`src/rtl/result_queue_write_arbiter.sv`:
```
// result_queue_write_arbiter
//   Shares the single result-queue write port among NUM_REQ classifier engines.
//   A round-robin arbiter picks one detection per cycle. The detection is packed
//   as {scale, y, x} and held in a one-entry output register until the queue
//   has room. Detection runs are framed: the frame opens on frame_start, drains
//   on frame_end, and completion is reported to the sequencer with frame_done.
//
// Ports:
//   clk, rst_n     rising-edge clock, asynchronous active-low reset
//   frame_start    one-cycle pulse, opens a frame (honoured only in IDLE)
//   frame_end      one-cycle pulse, closes the frame (honoured only in RUN)
//   req_valid      per-engine detection valid
//   req_x/y/scale  per-engine detection fields, engine i at slice [i*W +: W]
//   req_ready      one-hot grant; a transfer happens on req_valid[i] && req_ready[i]
//   q_data         queue write data, packed {scale, y, x} with x in the LSBs
//   q_we           queue write enable (never asserted while q_full)
//   q_full         queue full flag
//   busy           high in RUN or DRAIN
//   frame_done     one-cycle pulse on return to IDLE after a drain
//   result_count   entries written this frame, saturating
module result_queue_write_arbiter #(
    parameter int unsigned NUM_REQ    = 4,
    parameter int unsigned X_BITS     = 10,
    parameter int unsigned Y_BITS     = 10,
    parameter int unsigned SCALE_BITS = 4,
    parameter int unsigned WIDTH      = X_BITS + Y_BITS + SCALE_BITS,
    parameter int unsigned CNT_BITS   = 16
) (
    input  logic                           clk,
    input  logic                           rst_n,
    input  logic                           frame_start,
    input  logic                           frame_end,
    input  logic [NUM_REQ-1:0]             req_valid,
    input  logic [NUM_REQ*X_BITS-1:0]      req_x,
    input  logic [NUM_REQ*Y_BITS-1:0]      req_y,
    input  logic [NUM_REQ*SCALE_BITS-1:0]  req_scale,
    output logic [NUM_REQ-1:0]             req_ready,
    output logic [WIDTH-1:0]               q_data,
    output logic                           q_we,
    input  logic                           q_full,
    output logic                           busy,
    output logic                           frame_done,
    output logic [CNT_BITS-1:0]            result_count
);

    localparam int unsigned PtrBits = (NUM_REQ > 1) ? $clog2(NUM_REQ) : 1;

    typedef enum logic [1:0] {
        StIdle  = 2'd0,
        StRun   = 2'd1,
        StDrain = 2'd2
    } state_e;

    state_e               state;
    logic                 hold_valid;
    logic [WIDTH-1:0]     hold_data;
    logic [PtrBits-1:0]   rr_ptr;

    logic                 can_accept;
    logic                 accept;
    logic                 found;
    logic [PtrBits-1:0]   winner;
    logic [PtrBits-1:0]   cand;
    logic [WIDTH-1:0]     sel_data;

    assign q_we       = hold_valid && !q_full;
    assign q_data     = hold_data;
    assign busy       = (state != StIdle);
    // A held entry leaving on this edge frees the register for a new accept.
    assign can_accept = (state == StRun) && (!hold_valid || q_we);
    assign accept     = can_accept && found;

    // Round-robin search starting just past the last winner, wrapping around.
    always_comb begin
        found  = 1'b0;
        winner = '0;
        cand   = '0;
        for (int k = 1; k <= int'(NUM_REQ); k++) begin
            cand = PtrBits'((int'(rr_ptr) + k) % int'(NUM_REQ));
            if (!found && req_valid[cand]) begin
                found  = 1'b1;
                winner = cand;
            end
        end
    end

    // Pack the winning engine's fields verbatim.
    always_comb begin
        sel_data = '0;
        for (int i = 0; i < int'(NUM_REQ); i++) begin
            if (winner == PtrBits'(i)) begin
                sel_data = {req_scale[i*SCALE_BITS +: SCALE_BITS],
                            req_y[i*Y_BITS +: Y_BITS],
                            req_x[i*X_BITS +: X_BITS]};
            end
        end
    end

    always_comb begin
        req_ready = '0;
        if (accept) begin
            req_ready[winner] = 1'b1;
        end
    end

    always_ff @(posedge clk or negedge rst_n) begin
        if (!rst_n) begin
            state        <= StIdle;
            hold_valid   <= 1'b0;
            hold_data    <= '0;
            rr_ptr       <= '0;
            frame_done   <= 1'b0;
            result_count <= '0;
        end else begin
            frame_done <= 1'b0;

            unique case (state)
                StIdle: begin
                    if (frame_start) begin
                        state <= StRun;
                    end
                end
                StRun: begin
                    if (frame_end) begin
                        state <= StDrain;
                    end
                end
                StDrain: begin
                    if (!hold_valid) begin
                        state      <= StIdle;
                        frame_done <= 1'b1;
                    end
                end
                default: begin
                    state <= StIdle;
                end
            endcase

            // A new accept takes priority over the clear from a write.
            if (accept) begin
                hold_valid <= 1'b1;
                hold_data  <= sel_data;
                rr_ptr     <= winner;
            end else if (q_we) begin
                hold_valid <= 1'b0;
            end

            // The hold register is always empty in IDLE, so clear and increment never collide.
            if (state == StIdle && frame_start) begin
                result_count <= '0;
            end else if (q_we && (result_count != {CNT_BITS{1'b1}})) begin
                result_count <= result_count + 1'b1;
            end
        end
    end

endmodule

```
`config.mk`:
```
export PLATFORM = sky130hd
export DESIGN_NAME = result_queue_write_arbiter
export DESIGN_NICKNAME = d
export VERILOG_FILES = /design/src/rtl/result_queue_write_arbiter.sv
export SDC_FILE = /design/constraint.sdc
export NUM_CORES = 1
export LEC_CHECK = 0
export ABC_AREA = 1
export ABC_CLOCK_PERIOD_IN_PS = 1600
export BUFFER_PORTS_ARGS = -buffer_cell sky130_fd_sc_hd__buf_2
export CORE_MARGIN = 8
export CORE_UTILIZATION = 44
export CTS_BUF_LIST = sky130_fd_sc_hd__clkbuf_4 sky130_fd_sc_hd__clkbuf_8
export DETAILED_ROUTE_END_ITERATION = 10
export PLACE_DENSITY_LB_ADDON = 0.15
export SKIP_CTS_REPAIR_TIMING = 1
export SLEW_MARGIN = 30
export SYNTH_ARGS = -nofsm -noshare
export SYNTH_HDL_FRONTEND = slang
export SYNTH_SLANG_ARGS = --single-unit
export TNS_END_PERCENT = 30
```
`constraint.sdc`:
```
create_clock -name clk -period 1.6 [get_ports clk]
set_input_delay 0.08 -clock clk [delete_from_list [all_inputs] [get_ports clk]]
set_output_delay 0.08 -clock clk [all_outputs]
set_load 0.05 [all_outputs]
```
==> flow_summary.json <==
{
  "hp-class": "input pin to flip-flop",
  "tritoncts": "yes",
  "area_growth_syn_to_layout_pct": 49.6,
  "die_h_um": 101,
  "power_density_mw_per_mm2": 2560,
  "reg2reg_depth": 16,
  "period_share_pct": 142,
  "layout.nets": 776,
  "num_vias": 3841,
  "clkPwrFrac_pct": 6.0,
  "ys_types": 31,
  "synth_top_area_cell": "dfrtp_1",
  "ys_warn_count": 0,
  "critPathLaunch": "rr_ptr[0]",
  "ir_drop_v": 0.00126,
  "cts-buffers-inserted": 5,
  "setup_viol": 31,
  "layout_setup_ws_ps": -669,
  "grt_pass1_vias": 3865,
  "core-area_mm2": 0.00714,
  "boundaryPins": 152,
  "finClkSkew_ps": 10.3,
  "cpPeakStageDelay_ps": 480,
  "combinationalPowerShare_pct": 78.3,
  "cap_violations": 0,
  "cp_cell_sequence": "buf_12 -> nand2_2 -> nand2_4 -> nand2_4 -> nand2_4 -> nor2_4 -> nand3_2 -> buf_6 -> inv_6 -> nor2_8 -> buf_6 -> nor3_4 -> buf_6",
  "fin_crit_ps": 2270,
  "finalHoldViolCount": 0,
  "wl_per_cell_um": 14.3,
  "slew_violations": 0,
  "antennaDiodeCount": 0,
  "clk_latency_ps": 310,
  "p_int_mw": 5.37,
  "dr.pass1.iters": 4,
  "synthTopCellsByArea": "dfrtp_1 (36%), nand2_1 (17%), nand3_1 (13%)",
  "track_usage_pct": 21.0,
  "start_util_pct": 44.6,
  "end_kind": "output pin",
  "synth_area_mm2": 0.00318,
  "swShare_pct": 56.0,
  "path_class": "flip-flop to output pin",
  "avgSynthCellArea_um2": 6.53,
  "core.rowCount": 31,
  "path_clk_slew_ps": 90,
  "violations": "negative setup slack",
  "pre_cts_ws_ps": -697,
  "r2r_start": "rr_ptr[0]",
  "worstPathRequired_ps": 1520,
  "ys_seq_area_share_pct": 36.2,
  "clkSinkCount": 46,
  "crit_arrival_ps": 2190,
  "drtIter0Drc": 114,
  "clk_path_buf_depth": 2,
  "htreeDepth": 2,
  "chipWidth_um": 101,
  "drive_above_1_share_pct": 41.4,
  "gp_congestion": 0.835,
  "crit_end": "req_ready[0]",
  "rsz0062_at_grt": "true",
  "grt_max_degree": 42,
  "timing.fmax_ghz": 0.441,
  "ant_nets": 0,
  "clockRootBuffer": "clkbuf_8",
  "reg2reg_to": "q_data[22]",
  "drc": 0,
  "slowest_stage": "dfrtp_2",
  "rrSetupSlack_ps": -550,
  "power_switching_mw": 6.83,
  "syn_inst": 487,
  "relSlewSlack_pct": 60.6,
  "io_buffers": 151,
  "critPathLaunchType": "flip-flop",
  "overflow": 0,
  "synth_top_area_share_pct": 36.2,
  "drt-total-wl_um": 11000,
  "antenna_found_initial": 0,
  "min-delay-start": "q_full",
  "setup_tns_ps": -15560,
  "p_seq_share_pct": 15.7,
  "syn-num-nets": 593,
  "cp_max_fo": 5,
  "outcome": "finished with violations",
  "dieArea_mm2": 0.0102,
  "grt_pass1_wl_um": 17400,
  "ys_ff_latch": 46,
  "worst_pin_slew_ps": 591,
  "num-fill-cells": 679,
  "via_per_inst": 4.99,
  "p_leak_nw": 2.56,
  "dp_hpwl_um": 8370
}
[registers in the layout, indices dropped and copies added (netlist names)]
register	flops
q_data	24
result_count	16
rr_ptr	2
state	2
frame_done	1
hold_valid	1
[power groups by stage]
stage	Combinational (mW)	Sequential, mW	Clock (mW)
after global placement	8.26	1.89	0
after floorplan	5.12	3.07	0
final	9.55	1.92	0.736
after CTS	8.40	1.88	0.760
after global routing	10.5	1.97	0.807
after detailed placement	8.39	1.89	0
[how the worst min path moves through the flow]
| stage | cells past startpoint | slack (ps) | to |
|---|---|---|---|
| floorplan | 0 | -220 | frame_done |
| global placement | 1 | 110 | frame_done |
| detailed placement | 1 | 120 | frame_done |
| CTS | 1 | -220 | state[1] |
| global route | 3 | 40 | hold_valid |
| finish | 3 | 40 | hold_valid |
[cell families after synthesis]
| group | Yosys count | share of synthesized area, % |
|---|---|---|
| simple gates | 325 | 45.7 |
| buf+inv | 73 | 10.4 |
| flops | 46 | 36.2 |
| compound gates | 41 | 7.08 |
| xor+xnor | 1 | 0.275 |
| fa+ha+maj | 1 | 0.393 |
[routing by layer]
metal  vias up  wire, µm  GRT usage (%)
met1      1738      4490           23.7
met5         -         0              0
met3        31       835           6.56
li1       1936         -              -
met2       136      5400           36.5
met4         0       296           7.33
[through the flow]
stage	instances	power, mW	hold WS [ps]	util (%)	cell area (µm²)
2_1_floorplan	487	8.19	-216	-	3280
3_3_place_gp	751	10.2	115	60.3	4310
3_5_place_dp	751	10.3	116	60.3	4310
4_1_cts	759	11.0	-220	61.6	4400
5_1_grt	770	13.2	35.2	66.7	4760
6_report	770	12.2	35.1	66.7	4760
[worst max-delay path: cells and delay by family (launching register included)]
kind / cells / cell delay (ps)
and+or+nand+nor: 8 / 720
buffers and inverters: 5 / 680
DFF: 1 / 480
[Yosys cell counts]
master / instances
nand3b_1: 5
o21ai_2: 1
nor2_2: 3
a2bb2oi_1: 1
a211oi_1: 2
buf_2: 11
dfrtp_1: 46
nand2_2: 7
ha_1: 1
nand4_1: 10
nor3_1: 6
clkinv_2: 1
clkbuf_1: 3
o22ai_1: 1
nor2_1: 63
a31oi_1: 1
o21ai_0: 21
nand3_2: 3
a21boi_1: 1
xor2_1: 1
nand2_4: 2
a21oi_1: 10
buf_6: 2
nand2_1: 140
buf_4: 7
o21ai_1: 2
o21a_1: 1
nand3_1: 85
inv_1: 45
nor2_8: 1
inv_2: 4
[layout by cell type, fill, tap and decap left out, types with 2 or more instances in the layout]
cell type / n
nand3_2: 4
dlygate4sd3_1: 2
nor3_4: 2
o21ai_2: 2
nand2_4: 14
inv_2: 3
clkbuf_16: 2
buf_6: 6
dfrtp_2: 13
nor2_1: 57
nor2_4: 7
buf_4: 35
nand4_1: 10
clkbuf_8: 5
buf_12: 3
a211oi_1: 2
nand2_2: 17
clkinv_2: 2
o21ai_1: 7
nor3_1: 4
nand3b_1: 5
buf_2: 147
nand2_1: 117
inv_1: 42
nor2_2: 2
inv_4: 3
dfrtp_1: 33
nand3_1: 84
buf_8: 3
o21ai_0: 15
a21oi_1: 9
[final cells by class]
cell class              count  area, µm²  share of cell area, %
clock buffers               6       76.3                   1.60
clock inverters             2       13.8                  0.289
inverters                  50        201                   4.23
multi-input cells         368       1930                   40.5
flip-flops and latches     46       1170                   24.5
well taps                  99        124                   2.60
repair buffers            198       1240                   26.1
repair inverters            1       7.51                  0.158
Note: power is estimated with default switching activity, not from simulation.
